### config.mk
export PLATFORM = sky130hd
export DESIGN_NAME = sqrt_bin2bcd_seq
export DESIGN_NICKNAME = d
export VERILOG_FILES = /design/src/rtl/sqrt_bin2bcd_seq_pkg.sv /design/src/rtl/sqrt_bin2bcd_seq_bcd_add3_digit.sv /design/src/rtl/sqrt_bin2bcd_seq.sv
export SDC_FILE = /design/constraint.sdc
export NUM_CORES = 1
export LEC_CHECK = 0
export ABC_AREA = 1
export CAP_MARGIN = 10
export CORE_MARGIN = 2
export CORE_UTILIZATION = 55
export CTS_BUF_LIST = sky130_fd_sc_hd__clkbuf_4 sky130_fd_sc_hd__clkbuf_8
export CTS_CLUSTER_DIAMETER = 30
export DETAILED_ROUTE_END_ITERATION = 8
export HOLD_SLACK_MARGIN = 0.1
export PLACE_DENSITY_LB_ADDON = 0.12
export SLEW_MARGIN = 20
export SYNTH_ARGS = -nofsm -noshare
export SYNTH_HDL_FRONTEND = slang
export SYNTH_SLANG_ARGS = --single-unit
export TNS_END_PERCENT = 30
### constraint.sdc
create_clock -name clk -period 1.6 [get_ports clk]
set_input_delay 0.48 -clock clk [delete_from_list [all_inputs] [get_ports clk]]
set_output_delay 0.48 -clock clk [all_outputs]
set_load 0.03 [all_outputs]
### src/rtl/sqrt_bin2bcd_seq_pkg.sv
// Shared constants, state encoding and decimal-limit helper for the
// sequential binary-to-BCD converter.
package sqrt_bin2bcd_seq_pkg;

  localparam int BCD_DIGIT_W = 4;
  localparam int BIN_W_DEF   = 20;
  localparam int DIGITS_DEF  = 6;

  typedef enum logic [0:0] {
    IDLE = 1'b0,
    CONV = 1'b1
  } state_t;

  // Largest value representable in the given number of decimal digits (10^digits - 1).
  function automatic logic [63:0] bcd_limit(input int digits);
    logic [63:0] p;
    p = 64'd1;
    for (int i = 0; i < digits; i++) begin
      p = p * 64'd10;
    end
    return p - 64'd1;
  endfunction

endpackage

### src/rtl/sqrt_bin2bcd_seq_bcd_add3_digit.sv
// Double-dabble digit correction: a BCD nibble of 5 or more gets 3 added
// so that the following left shift carries correctly into the next digit.
module bcd_add3_digit
  import sqrt_bin2bcd_seq_pkg::*;
(
  input  logic [BCD_DIGIT_W-1:0] din,
  output logic [BCD_DIGIT_W-1:0] dout
);

  // Add 3 to digits >= 5, pass smaller digits unchanged.
  always_comb begin
    dout = din;
    if (din >= 4'd5) begin
      dout = din + 4'd3;
    end else begin
      dout = din;
    end
  end

endmodule

### src/rtl/sqrt_bin2bcd_seq.sv
// Sequential binary-to-BCD converter (shift-and-add-3, one bit per clock)
// with start/busy/done handshake. Overflow is decided up front from the
// input value; the displayed result saturates to all nines in that case.
module sqrt_bin2bcd_seq
  import sqrt_bin2bcd_seq_pkg::*;
#(
  parameter int BIN_W  = BIN_W_DEF,
  parameter int DIGITS = DIGITS_DEF
) (
  input  logic                          clk,
  input  logic                          rst_n,
  input  logic                          start,
  input  logic [BIN_W-1:0]              bin_in,
  output logic                          busy,
  output logic                          done,
  output logic [BCD_DIGIT_W*DIGITS-1:0] bcd_out,
  output logic                          ovf
);

  localparam int ACC_W = BCD_DIGIT_W * DIGITS;
  localparam int CNT_W = $clog2(BIN_W + 1);
  localparam logic [CNT_W-1:0] LAST_CNT = CNT_W'(BIN_W - 1);
  localparam logic [63:0] LIMIT = bcd_limit(DIGITS);
  localparam logic [ACC_W-1:0] ALL_NINES = {DIGITS{4'h9}};

  state_t             state_r, state_nxt_s;
  logic [CNT_W-1:0]   cnt_r, cnt_nxt_s;
  logic [BIN_W-1:0]   shift_r, shift_nxt_s;
  logic [ACC_W-1:0]   acc_r, acc_nxt_s;
  logic               ovf_flag_r, ovf_flag_nxt_s;
  logic               busy_r, busy_nxt_s;
  logic               done_r, done_nxt_s;
  logic [ACC_W-1:0]   bcd_out_r, bcd_out_nxt_s;
  logic               ovf_r, ovf_nxt_s;

  logic [ACC_W-1:0]   acc_adj_s;
  logic [ACC_W-1:0]   acc_shift_s;
  logic               over_s;

  // Per-digit add-3 correction applied to the accumulator before each shift.
  for (genvar g = 0; g < DIGITS; g++) begin : g_digit
    bcd_add3_digit u_add3 (
      .din  (acc_r[g*BCD_DIGIT_W +: BCD_DIGIT_W]),
      .dout (acc_adj_s[g*BCD_DIGIT_W +: BCD_DIGIT_W])
    );
  end

  // The corrected accumulator shifts left, taking the binary MSB into the units LSB;
  // the carry out of the top digit is dropped (covered by the overflow flag).
  assign acc_shift_s = {acc_adj_s[ACC_W-2:0], shift_r[BIN_W-1]};

  // Input exceeds what DIGITS decimal digits can show.
  assign over_s = ({{(64-BIN_W){1'b0}}, bin_in} > LIMIT);

  // Next-state and datapath update for the IDLE/CONV sequencer.
  always_comb begin
    state_nxt_s    = state_r;
    cnt_nxt_s      = cnt_r;
    shift_nxt_s    = shift_r;
    acc_nxt_s      = acc_r;
    ovf_flag_nxt_s = ovf_flag_r;
    busy_nxt_s     = busy_r;
    done_nxt_s     = 1'b0;
    bcd_out_nxt_s  = bcd_out_r;
    ovf_nxt_s      = ovf_r;
    case (state_r)
      IDLE: begin
        if (start) begin
          state_nxt_s    = CONV;
          shift_nxt_s    = bin_in;
          acc_nxt_s      = {ACC_W{1'b0}};
          cnt_nxt_s      = {CNT_W{1'b0}};
          ovf_flag_nxt_s = over_s;
          busy_nxt_s     = 1'b1;
        end else begin
          busy_nxt_s     = 1'b0;
        end
      end
      CONV: begin
        acc_nxt_s   = acc_shift_s;
        shift_nxt_s = {shift_r[BIN_W-2:0], 1'b0};
        cnt_nxt_s   = cnt_r + CNT_W'(1);
        if (cnt_r == LAST_CNT) begin
          state_nxt_s   = IDLE;
          busy_nxt_s    = 1'b0;
          done_nxt_s    = 1'b1;
          bcd_out_nxt_s = ovf_flag_r ? ALL_NINES : acc_shift_s;
          ovf_nxt_s     = ovf_flag_r;
        end else begin
          busy_nxt_s    = 1'b1;
        end
      end
      default: begin
        state_nxt_s = IDLE;
        busy_nxt_s  = 1'b0;
      end
    endcase
  end

  // State and datapath registers with synchronous active-low reset.
  always_ff @(posedge clk) begin
    if (!rst_n) begin
      state_r    <= IDLE;
      cnt_r      <= {CNT_W{1'b0}};
      shift_r    <= {BIN_W{1'b0}};
      acc_r      <= {ACC_W{1'b0}};
      ovf_flag_r <= 1'b0;
      busy_r     <= 1'b0;
      done_r     <= 1'b0;
      bcd_out_r  <= {ACC_W{1'b0}};
      ovf_r      <= 1'b0;
    end else begin
      state_r    <= state_nxt_s;
      cnt_r      <= cnt_nxt_s;
      shift_r    <= shift_nxt_s;
      acc_r      <= acc_nxt_s;
      ovf_flag_r <= ovf_flag_nxt_s;
      busy_r     <= busy_nxt_s;
      done_r     <= done_nxt_s;
      bcd_out_r  <= bcd_out_nxt_s;
      ovf_r      <= ovf_nxt_s;
    end
  end

  assign busy    = busy_r;
  assign done    = done_r;
  assign bcd_out = bcd_out_r;
  assign ovf     = ovf_r;

endmodule

==> metrics <==
status complete, no violations; synth top area cells dfxtp_1 43%, nand2_1 19%, a21oi_1 6.6%; final count of hold timing violations 0; max_cap viols 0; Top Family by Delay on Critical Path buffers and inverters; synthesis-to-layout area growth 28.6%; R2R setup slack 0.11 ns; first-pass GRT wire length 14.3 mm; synth unique cells 24; buffers and inverters on the worst path 1; final core occ 73.3%; Slew Limit Fails 0; die height 85.1 um; dominant cell type by area after synthesis dfxtp_1; Setup-failing EPs final 0; slowest stage delay, CP 0.40 ns; # rows 29; H-tree depth 3; R2R depth 10; CP startpoint kind flop; core area 0.00635 mm2; drt first pass iters 4; sequential fraction of the synthesis area 42.6%; Residual DRC 0; final non-filler cell area 0.00465 mm2; Hold Worst Slack 0.452 ns; drt initial violations 219; Final TNS setup 0 ns; Crit Path Max Fanout 2; LEAKAGE 2.21 nW; register bit count reported by yosys 77; Placer Congestion 0.884; Total Wirelength 8.28 mm; Reg clk slew, reported paths 0.08 ns; Peak Freq 644 MHz; Required @ worst endpoint 1.12 ns; Worst-Skew Late Latency 0.35 ns; ANT nets after route 0; CTS tree built; commonest non-fill, non-tap cell in the layout nand2_1; GR Overflow Total 0; Synth Warn # 0; routed len/inst 12.3 um; RSZ-0062 raised after global routing no; dpl cell area 0.00439 mm2; Reg2Reg Capture Point bcd_out[18]; Place WS -0.0805 ns; synthesized instance count 523; vias per cell 5.27; fin crit share 97.1%; Net Count, Synth 559; Critical Path AT 1.07 ns; nets@finish 630; Final Instance Count excl. Fillers 676; worst clock skew 0.00785 ns; largest net degree at the start of global routing 26; Max Buffers Root-to-Sink 2; cells along the critical path dlygate4sd2_1; crit path from bcd_out[15]; Initial Util 57.0%; root buffer cell clkbuf_8; share of post-route cells with drive strength above 1 11.4%; Stages on worst setup path 1; crit end category output port; cell area after synthesis 0.00362 mm2; initial antenna violation count 0; vias in the first global route 3317; Mean Syn Cell Area 6.92 um2; Ant. Diodes 0; Rel. slew slack 79.7%; Die ar. 0.00724 mm2; hpwl dp 6.06 mm; VDD IR-drop max 0.688 mV; most frequent cells in the layout 181 x nand2_1, 73 x dfxtp_1, 52 x inv_1; FILL cells 534; final setup margin 0.0466 ns; Sinks on Clock Net 77; via count 3560; Final Power 4.00 mW; I/O pin cnt 50; post-synth top area share 42.6%; Setup CP Type reg -> out; Global Route Usage Sum 24.3%; Port Buffer Count 49; Critical-path top delay cell dlygate4sd2_1; worst min-delay path category reg -> reg; crit path time final 1.55 ns; pwr/cell area 859 mW/mm2; RR Startpoint cnt_r[0]; Inserted Clock Buffers 9; chip width 85.1 um; actual slew at the worst max-slew pin 0.305 ns; post-placement cell count 657; Setup crit end bcd_out[15]
-- per-layer routing --
| layer | part of all wire (%) | vias up | track usage [%] | wire (um) |
|---|---|---|---|---|
| met3 | 5.0 | 14 | 3.70 | 414 |
| met5 | 0 | - | 0 | 0 |
| li1 | - | 1829 | - | - |
| met4 | 1.7 | 0 | 11.3 | 138 |
| met2 | 50 | 101 | 41.3 | 4150 |
| met1 | 43 | 1616 | 30.3 | 3580 |
-- cell usage after synthesis --
cell type  number
ha_1           13
dfxtp_1        77
o31ai_1         1
buf_2          11
a21oi_1        48
nor2_1         29
clkbuf_1        2
buf_6           1
buf_1           6
nand4_1        14
nand2_1       181
o21ai_0        28
buf_4           1
nand3_4         1
nand2_2         3
a22oi_1         9
inv_2           3
a21oi_2         3
nor3_1          5
nand3_1        32
nor4_1          1
nor2_4          1
a211oi_1        1
inv_1          52
-- where the power goes --
part	internal (mW)	leakage, nW	switching, mW
combinational	0.165	1.47	0.173
sequential	1.95	0.625	0.0221
clock	1.00	0.117	0.686
-- kinds of logic after synthesis --
kind of cell / Yosys count / synth area share, %
AND/OR/NAND/NOR: 267 / 30.8
flip-flops: 77 / 42.6
adder cells (fa/ha/maj): 13 / 4.50
buffers and inverters: 76 / 8.58
AO/OA/AOI/OAI: 90 / 13.5
-- state kept, by name, indices dropped and copies added, names as in the netlist --
register,flops
ovf_flag_r,1
done,1
acc_r,24
bcd_out,24
ovf,1
cnt_r,5
shift_r,20
busy,1
-- worst min-delay path: cells and delay by family (launching register included) --
| family | cells | cell delay, ns |
|---|---|---|
| compound gates | 1 | 0.05 |
| simple gates | 1 | 0.05 |
| flops | 1 | 0.33 |
-- worst min-delay path by stage --
stage                           start     endpoint  slack, ns  cells after the start
after detailed placement   bcd_out[2]   bcd_out[2]       0.44                      2
after CTS                  bcd_out[2]   bcd_out[2]       0.46                      2
final                     bcd_out[22]  bcd_out[22]       0.45                      2
after global placement    bcd_out[21]  bcd_out[21]       0.44                      2
after global routing      bcd_out[21]  bcd_out[21]       0.47                      2
after floorplan              cnt_r[3]     cnt_r[3]       0.44                      2
-- repair_timing --
action,4_1_cts,5_1_grt
endpoints found under the setup margin,27,21
hold buffers,0,0
resized for setup,27,15
setup buffers,0,3
-- final cells by class --
type,instances,area [um2],share of cell area (%)
multi-input cells,370,1780,38.3
clock buffers,13,166,3.58
inverters,55,209,4.49
clock inverters,3,67.6,1.45
flip-flops and latches,77,1550,33.2
well taps,77,96.3,2.07
repair buffers,81,786,16.9
Note: power is estimated with default switching activity, not from simulation.
